File: config.mk
export PLATFORM = sky130hd
export DESIGN_NAME = hwpe_stream_split_decoupled
export DESIGN_NICKNAME = d
export VERILOG_FILES = /design/src/rtl/hwpe_stream_split_decoupled_pkg.sv /design/src/rtl/hwpe_stream_split_lane_fifo.sv /design/src/rtl/hwpe_stream_split_decoupled.sv
export SDC_FILE = /design/constraint.sdc
export NUM_CORES = 1
export LEC_CHECK = 0
export CORE_MARGIN = 5
export CORE_UTILIZATION = 53
export CTS_CLUSTER_DIAMETER = 120
export DETAILED_ROUTE_END_ITERATION = 8
export GPL_ROUTABILITY_DRIVEN = 0
export PLACE_DENSITY = 0.91
export SLEW_MARGIN = 20
export SYNTH_ARGS = -nofsm -noshare
export SYNTH_HDL_FRONTEND = slang
export SYNTH_SLANG_ARGS = --single-unit
File: constraint.sdc
create_clock -name clk_i -period 5.5 [get_ports clk_i]
set_clock_uncertainty 0.15 [all_clocks]
set_input_delay 0.825 -clock clk_i [delete_from_list [all_inputs] [get_ports clk_i]]
set_output_delay 0.825 -clock clk_i [all_outputs]
set_load 0.05 [all_outputs]
File: src/rtl/hwpe_stream_split_decoupled_pkg.sv
// Shared HWPE-Stream helpers: pointer-width function and per-lane status struct.
// Used by hwpe_stream_split_decoupled and hwpe_stream_split_lane_fifo.
package hwpe_stream_package;

    // A depth-1 FIFO logically needs no pointer bits; a 1-bit pointer held at 0 stands in.
    function automatic int unsigned ptr_width(input int unsigned depth);
        return (depth > 1) ? $clog2(depth) : 1;
    endfunction

    typedef struct packed {
        logic empty;
        logic full;
    } lane_status_t;

endpackage

File: src/rtl/hwpe_stream_split_lane_fifo.sv
// Single-lane FIFO with a registered head entry, clear and empty/full flags.
module hwpe_stream_split_lane_fifo
    import hwpe_stream_package::*;
#(
    parameter int unsigned DATA_WIDTH = 64,
    parameter int unsigned STRB_WIDTH = 8,
    parameter int unsigned DEPTH      = 2
) (
    input  logic                  clk_i,
    input  logic                  rst_i,
    input  logic                  clear_i,
    input  logic                  wr_en,
    input  logic [DATA_WIDTH-1:0] wr_data,
    input  logic [STRB_WIDTH-1:0] wr_strb,
    input  logic                  rd_en,
    output logic [DATA_WIDTH-1:0] rd_data,
    output logic [STRB_WIDTH-1:0] rd_strb,
    output lane_status_t          status
);

    localparam int unsigned PTR_W = ptr_width(DEPTH);
    localparam int unsigned CNT_W = $clog2(DEPTH + 1);

    typedef struct packed {
        logic [STRB_WIDTH-1:0] strb;
        logic [DATA_WIDTH-1:0] data;
    } entry_t;

    entry_t           mem [DEPTH];
    entry_t           head_q, head_d;
    logic [PTR_W-1:0] wr_ptr_q, rd_ptr_q, rd_ptr_d;
    logic [CNT_W-1:0] count_q;
    logic             do_push, do_pop;

    function automatic logic [PTR_W-1:0] ptr_inc(input logic [PTR_W-1:0] p);
        return (p == PTR_W'(DEPTH - 1)) ? '0 : p + PTR_W'(1);
    endfunction

    assign status.empty = (count_q == '0);
    assign status.full  = (count_q == CNT_W'(DEPTH));
    assign do_push      = wr_en & ~status.full;
    assign do_pop       = rd_en & ~status.empty & ~clear_i;

    // Next head: the entry the read pointer lands on, bypassed from the write port
    // when that entry is being written on this same edge.
    always_comb begin
        // NOTE: every always_comb output gets a default first so no path infers a latch.
        rd_ptr_d = do_pop ? ptr_inc(rd_ptr_q) : rd_ptr_q;
        head_d   = mem[rd_ptr_d];
        if (do_push && (wr_ptr_q == rd_ptr_d)) begin
            head_d = {wr_strb, wr_data};
        end
    end

    // NOTE: storage array carries no reset; validity lives in count_q and the reset head.
    always_ff @(posedge clk_i) begin
        if (do_push) begin
            mem[wr_ptr_q] <= {wr_strb, wr_data};
        end
    end

    // NOTE: sequential state uses non-blocking assignments only.
    always_ff @(posedge clk_i or posedge rst_i) begin
        if (rst_i) begin
            wr_ptr_q <= '0;
            rd_ptr_q <= '0;
            count_q  <= '0;
            head_q   <= '0;
        end else if (clear_i) begin
            wr_ptr_q <= '0;
            rd_ptr_q <= '0;
            count_q  <= '0;
            head_q   <= '0;
        end else begin
            if (do_push) begin
                wr_ptr_q <= ptr_inc(wr_ptr_q);
            end
            rd_ptr_q <= rd_ptr_d;
            head_q   <= head_d;
            if (do_push && !do_pop) begin
                count_q <= count_q + CNT_W'(1);
            end else if (!do_push && do_pop) begin
                count_q <= count_q - CNT_W'(1);
            end
        end
    end

    assign rd_data = head_q.data;
    assign rd_strb = head_q.strb;

endmodule

File: src/rtl/hwpe_stream_split_decoupled.sv
// Splits one wide stream into NB_OUT_STREAMS lanes, each buffered by its own FIFO.
// Optional HWPE_STREAM_SPLIT_DECOUPLED_SKIP_EN: lanes with an all-zero strobe are not written.
module hwpe_stream_split_decoupled
    import hwpe_stream_package::*;
#(
    parameter int unsigned NB_OUT_STREAMS = 2,
    parameter int unsigned DATA_WIDTH_IN  = 128,
    parameter int unsigned LANE_DEPTH     = 2,
    localparam int unsigned DATA_WIDTH_OUT = DATA_WIDTH_IN / NB_OUT_STREAMS,
    localparam int unsigned STRB_WIDTH_OUT = DATA_WIDTH_OUT / 8
) (
    input  logic                                          clk_i,
    input  logic                                          rst_i,
    input  logic                                          clear_i,
    input  logic [DATA_WIDTH_IN-1:0]                      push_data_i,
    input  logic [DATA_WIDTH_IN/8-1:0]                    push_strb_i,
    input  logic                                          push_valid_i,
    output logic                                          push_ready_o,
    output logic [NB_OUT_STREAMS-1:0][DATA_WIDTH_OUT-1:0] pop_data_o,
    output logic [NB_OUT_STREAMS-1:0][STRB_WIDTH_OUT-1:0] pop_strb_o,
    output logic [NB_OUT_STREAMS-1:0]                     pop_valid_o,
    input  logic [NB_OUT_STREAMS-1:0]                     pop_ready_i,
    output logic [NB_OUT_STREAMS-1:0]                     empty_o,
    output logic [NB_OUT_STREAMS-1:0]                     full_o
);

    lane_status_t                status [NB_OUT_STREAMS];
    logic [NB_OUT_STREAMS-1:0]   lane_wr;
    logic                        accept;

    // Ready never looks at the consumers, only at registered fullness.
    assign push_ready_o = ~clear_i & ~|full_o;
    assign accept       = push_valid_i & push_ready_o;

    for (genvar ii = 0; ii < NB_OUT_STREAMS; ii++) begin : gen_lane
`ifdef HWPE_STREAM_SPLIT_DECOUPLED_SKIP_EN
        assign lane_wr[ii] = accept & (|push_strb_i[ii*STRB_WIDTH_OUT +: STRB_WIDTH_OUT]);
`else
        assign lane_wr[ii] = accept;
`endif

        hwpe_stream_split_lane_fifo #(
            .DATA_WIDTH (DATA_WIDTH_OUT),
            .STRB_WIDTH (STRB_WIDTH_OUT),
            .DEPTH      (LANE_DEPTH)
        ) i_lane_fifo (
            .clk_i   (clk_i),
            .rst_i   (rst_i),
            .clear_i (clear_i),
            .wr_en   (lane_wr[ii]),
            .wr_data (push_data_i[ii*DATA_WIDTH_OUT +: DATA_WIDTH_OUT]),
            .wr_strb (push_strb_i[ii*STRB_WIDTH_OUT +: STRB_WIDTH_OUT]),
            .rd_en   (pop_ready_i[ii]),
            .rd_data (pop_data_o[ii]),
            .rd_strb (pop_strb_o[ii]),
            .status  (status[ii])
        );

        assign empty_o[ii]     = status[ii].empty;
        assign full_o[ii]      = status[ii].full;
        assign pop_valid_o[ii] = ~status[ii].empty;
    end

endmodule

[Yosys cells after proc, flatten, opt, wreduce, memory -nomap -nowiden]
Memory sizes are Yosys's and may differ from the RTL's.
Index checks and enable logic that the tools add are counted.
Word-level totals
  flip-flop bits (word level): 152
  bits in writable memories: 288
  bits of input ports: 150
  output and inout port bits: 151
  word-level logic and storage cells: 81
  memories: 2
Memories
  gen_lane[0].i_lane_fifo.mem: words 2, bits a word 72, rd ports 1, clocked after Yosys merged registers in 0, wr ports 1, line hwpe_stream_split_lane_fifo.sv:29  | entry_t mem [DEPTH];
  gen_lane[1].i_lane_fifo.mem: words 2, bits a word 72, rd ports 1, clocked after Yosys merged registers in 0, wr ports 1, line hwpe_stream_split_lane_fifo.sv:29
Operators by class
  add/sub/neg operators: 8
  equality and inequality tests: 4
  multiplexer cells: 26
  bitwise gates (word level): 13
  reductions and logical operators: 18
Operators by type and width (number)
  two-way mux 72 bit: 4
  two-way mux 1 bit: 16
  two-way mux 2 bit: 6
  bitwise AND 1 bit: 8
  logical AND 1 bit: 6
  nonzero test 3 bit: 2
  zero test 1 bit: 5
  inverter 1 bit: 5
  adder 1 bit, second input constant: 4
  adder 2 x 1 -> 2 bit, second input constant: 2
  equality test 2 bit, second input constant: 2
  zero test 2 bit: 2
  nonzero test 2 bit: 2
  subtractor 2 x 1 -> 2 bit, second input constant: 2
  equality test 1 bit: 2
  OR reduction 2 bit: 1

[Logic depth before layout (Yosys ltp)]
  word-level depth: 11
  mapped depth: 8
  depth with buffers taken out: 5

[By module]
A second synthesis with hierarchy kept.
Unflattened totals
  cells, all modules: 1232
  area, all modules: 18152.4 µm²
By module, submodules not included
  hwpe_stream_split_lane_fifo: times used 2, cells an instance 614, area each 9062.4 µm², seq. area each 6226.0 µm²
  hwpe_stream_split_decoupled: times used 1, cells an instance 4, area each 27.5 µm², seq. area each 0.0 µm²

[Worst setup path after synthesis]
No wires, ideal clock.
  kind: in2reg
  from: input clear_i
  to: memory gen_lane[0].i_lane_fifo.mem[0][0] in the netlist's numbering (enable)
  setup time: 0.504 ns
  arrival: 4.601 ns
  data required time: 4.846 ns
  path slack: 0.244 ns
  stages: 4
  buffers on the path: 2
  path through: buf_2 -> nand4b_1 -> clkbuf_1 -> nor2_1
Between the ends
  word-level cells in the longest chain between the ends: 6
Ends and longest elaborated chain
  from (decl): line hwpe_stream_split_decoupled.sv:14  | input logic clear_i,
  inverter 1 bit: line hwpe_stream_split_decoupled.sv:32  | assign push_ready_o = ~clear_i & ~|full_o;
  bitwise AND 1 bit: line hwpe_stream_split_decoupled.sv:32
  bitwise AND 1 bit: line hwpe_stream_split_decoupled.sv:33  | assign accept = push_valid_i & push_ready_o;
  bitwise AND 1 bit: line hwpe_stream_split_lane_fifo.sv:41  | assign do_push = wr_en & ~status.full;
  two-way mux 1 bit: line hwpe_stream_split_lane_fifo.sv:57  | if (do_push) begin
  two-way mux 1 bit (implied by the code): line hwpe_stream_split_lane_fifo.sv:58  | mem[wr_ptr_q] <= {wr_strb, wr_data};
  to (decl): line hwpe_stream_split_lane_fifo.sv:29
Every way passes these cells.

[Worst setup path in the final report]
  from: register gen_lane[0].i_lane_fifo.count_q[1]
  to: output empty_o[0]
Between the ends
  word-level cells in the longest chain between the ends: 1
Ends and longest elaborated chain
  from (decl): line hwpe_stream_split_lane_fifo.sv:32  | logic [CNT_W-1:0] count_q;
  from (signal assigned): line hwpe_stream_split_lane_fifo.sv:81  | count_q <= count_q + CNT_W'(1);
  from (signal assigned): line hwpe_stream_split_lane_fifo.sv:83  | count_q <= count_q - CNT_W'(1);
  zero test 2 bit: line hwpe_stream_split_lane_fifo.sv:39  | assign status.empty = (count_q == '0);
  to (decl): line hwpe_stream_split_decoupled.sv:23  | output logic [NB_OUT_STREAMS-1:0] empty_o,
Every way passes these cells.

==> results.yml <==
global_route:
  grt-ovfl-total: 0
  grt_pass1_wl_microns: 74700
  use_met1_pct: 35.7
  grt_antenna_before_repair: 2
  grt_pass1_vias: 12800
  busiest_layer: "met2"
  use_met3_pct: 7.91
  gr-usage-met2_pct: 41.8
  grt_max_degree: 89
  grt_use_total_pct: 26.1
routing:
  antenna_left: 0
  vias: 12800
  totalWireLength_microns: 49200
  drt_iter0_markers: 1543
  vias_per_cell: 6.68
  wl_per_cell_microns: 25.6
  first_pass_iters: 6
  post-route-drc-count: 0
critical_path:
  critPathArrivalTime_ns: 2.67
  r2r.worst_path.cells: 5
  crit_chain: "nor2_1 -> clkdlybuf4s50_1"
  start_kind: "flip-flop"
  cp_max_fo: 8
  crit_slowest_cell: "clkdlybuf4s50_1"
  cp-end-kind: "primary output"
  r2r-start: "gen_lane[0].i_lane_fifo.count_q[1]"
  critPathMaxStageDelay_ns: 0.99
  crit_required_ns: 4.53
  critPathKind: "reg2out"
  crit_start: "gen_lane[0].i_lane_fifo.count_q[1]"
hold_path:
  whs_path_depth: 2
  min_path_type: "reg2reg"
  hold_start: "gen_lane[1].i_lane_fifo.mem[1][64]"
die:
  fp-row-count: 66
  die_y_microns: 190
  start_util_pct: 53.2
  dieArea_sq_um: 36100
  die_w_microns: 190
  core-area_sq_um: 32300
  ioPinCount: 301
yosys:
  synth_commonest_cells: "edfxtp_1, dfrtp_1"
  synthTopCellsByArea: "edfxtp_1, dfrtp_1, a311oi_1"
  synth_edf_count: 288
  seq_area_frac_synth_pct: 72.5
  yosysMostFrequentCell: "edfxtp_1"
  synth_top_cell_area_share_pct: 50.4
  synthArstFlopShare_pct: 34.5
  synth_cell_type_count: 27
  avgSynthCellArea_sq_um: 14.2
  yosys_warnings: 0
  synth_flop_cell: "edfxtp_1"
  syn_inst: 1209
  synth_nets: 1359
  synth_area_sq_um: 17200
  ys_seq_elements: 440
  yosysTopAreaCell: "edfxtp_1"
timing:
  tns_ns: 0
  fin_crit_sh_pct: 66.3
  drv_slew: 0
  setup_slack_ns: 1.86
  max-slew-margin-rel_pct: 27.2
  fmax_ghz: 0.274
  hold_violations: 0
  setup_viol_count_final: 0
  worst_slew_pin_slew_ns: 1.09
  worst_hold_slack_ns: 0.397
  fin_crit_ns: 3.64
  rsz0062_at_grt: "no"
layout:
  layout-drive-gt1-share_pct: 7.90
  syn_to_final_growth_pct: 27.5
  nNetsFinal: 1595
power:
  ir_drop_v: 0.000257
  p_per_area_nw_per_um2: 363
  p_leak_nw: 7.66
placed_design:
  io_buffers: 300
  dp_hpwl_microns: 28000
  preCtsSetupSlack_ns: 1.60
cts:
  root_buffer: "clkbuf_16"
  clock-sinks: 440
  post-cts-setup-buffers: 0
  h-tree-depth: 2
  cts_tree: "built"
  hold_buffers: 0
  cts_buffers: 44
  clk_pin_slew_worst_paths_ns: 0.06
  cts_resized: 0
  clockBufferDepth: 3
  insertion_delay_ns: 0.54
status:
  status: "finished, final reports clean"
flow_run:
  drv_cap: 0
==> registers in the layout (all words and copies together) (netlist names) <==
| name | count |
|---|---|
| gen_lane.i_lane_fifo.rd_ptr_q | 2 |
| gen_lane.i_lane_fifo.rd_strb | 16 |
| gen_lane.i_lane_fifo.count_q | 4 |
| gen_lane.i_lane_fifo.rd_data | 128 |
| gen_lane.i_lane_fifo.mem | 288 |
| gen_lane.i_lane_fifo.wr_ptr_q | 2 |
==> cells in the final DEF, fill, tap and decap left out, types with 4 or more instances in the layout <==
master	netlist	routed
inv_1	7	6
dfrtp_1	152	152
o21ai_0	144	144
a311oi_1	144	144
clkinv_2	0	7
nand3_1	144	144
clkbuf_8	0	6
a21oi_1	4	4
buf_4	0	26
a211oi_1	144	144
o21ai_4	0	4
clkbuf_16	0	46
nor2_4	0	4
or3_2	0	4
xnor2_1	4	4
clkbuf_1	115	12
a21o_1	6	4
edfxtp_1	288	288
inv_6	0	4
clkdlybuf4s50_1	0	299
==> cell families (layout without fill, tap and decap cells) <==
group                     after synthesis  after routing  share of synthesized area, %
AOI/OAI and AO/OA                     451            451                          18.5
xor gates and xnor gates                4              4                         0.204
buffers and inverters                 144            416                          3.59
DFF                                   440            440                          72.5
other                                   0              1                             0
and+or+nand+nor                       168            168                          5.01
muxes                                   2              2                         0.117
==> area by class of cell <==
type / count / area, sq um
clock buffer: 64 / 1280
inverter: 7 / 31.3
sequential: 440 / 12500
tap: 442 / 553
multi-input combinational: 625 / 4190
antenna: 1 / 2.50
fill: 2087 / 10400
timing repair buffer: 327 / 3220
clock inverter: 18 / 161
==> where the power goes <==
group          switching, mW  total [mW]  internal, mW
logic                  0.813        1.19         0.380
registers             0.0693        3.80          3.73
clock network           1.24        2.96          1.72
==> path summary, 6_finish.rpt <==
kind                       slack (ns)                             endpoint
max                              1.86                           empty_o[0]
min                              0.40   gen_lane[1].i_lane_fifo.rd_strb[0]
max reg2reg                      2.15  gen_lane[0].i_lane_fifo.rd_data[33]
min reg2reg                      0.40   gen_lane[1].i_lane_fifo.rd_strb[0]
max in group asynchronous        3.45  gen_lane[0].i_lane_fifo.rd_data[43]
min in group asynchronous        0.68  gen_lane[1].i_lane_fifo.rd_data[30]
==> through the flow <==
stage / utilization [%] / cells / power [mW] / cell area, sq um
after global placement: 63.3 / 1841 / 5.01 / 20400
after floorplan: - / 1209 / 4.54 / 17200
after CTS: 67.8 / 1923 / 7.98 / 21900
after detailed placement: 63.3 / 1841 / 5.04 / 20400
final: 67.8 / 1924 / 7.95 / 21900
after global routing: 67.8 / 1923 / 8.18 / 21900
==> worst max-delay path, delay by kind of cell (launching register included) <==
kind	cells	cell delay (ns)
flops	1	0.40
buf+inv	1	0.99
simple gates	1	0.74
==> per-layer routing <==
metal	up-vias	wire length, microns
li1	5363	-
met1	6336	17700
met2	1065	23600
met3	82	6950
met4	0	852
met5	-	0
(Power assumes the default switching activity.)
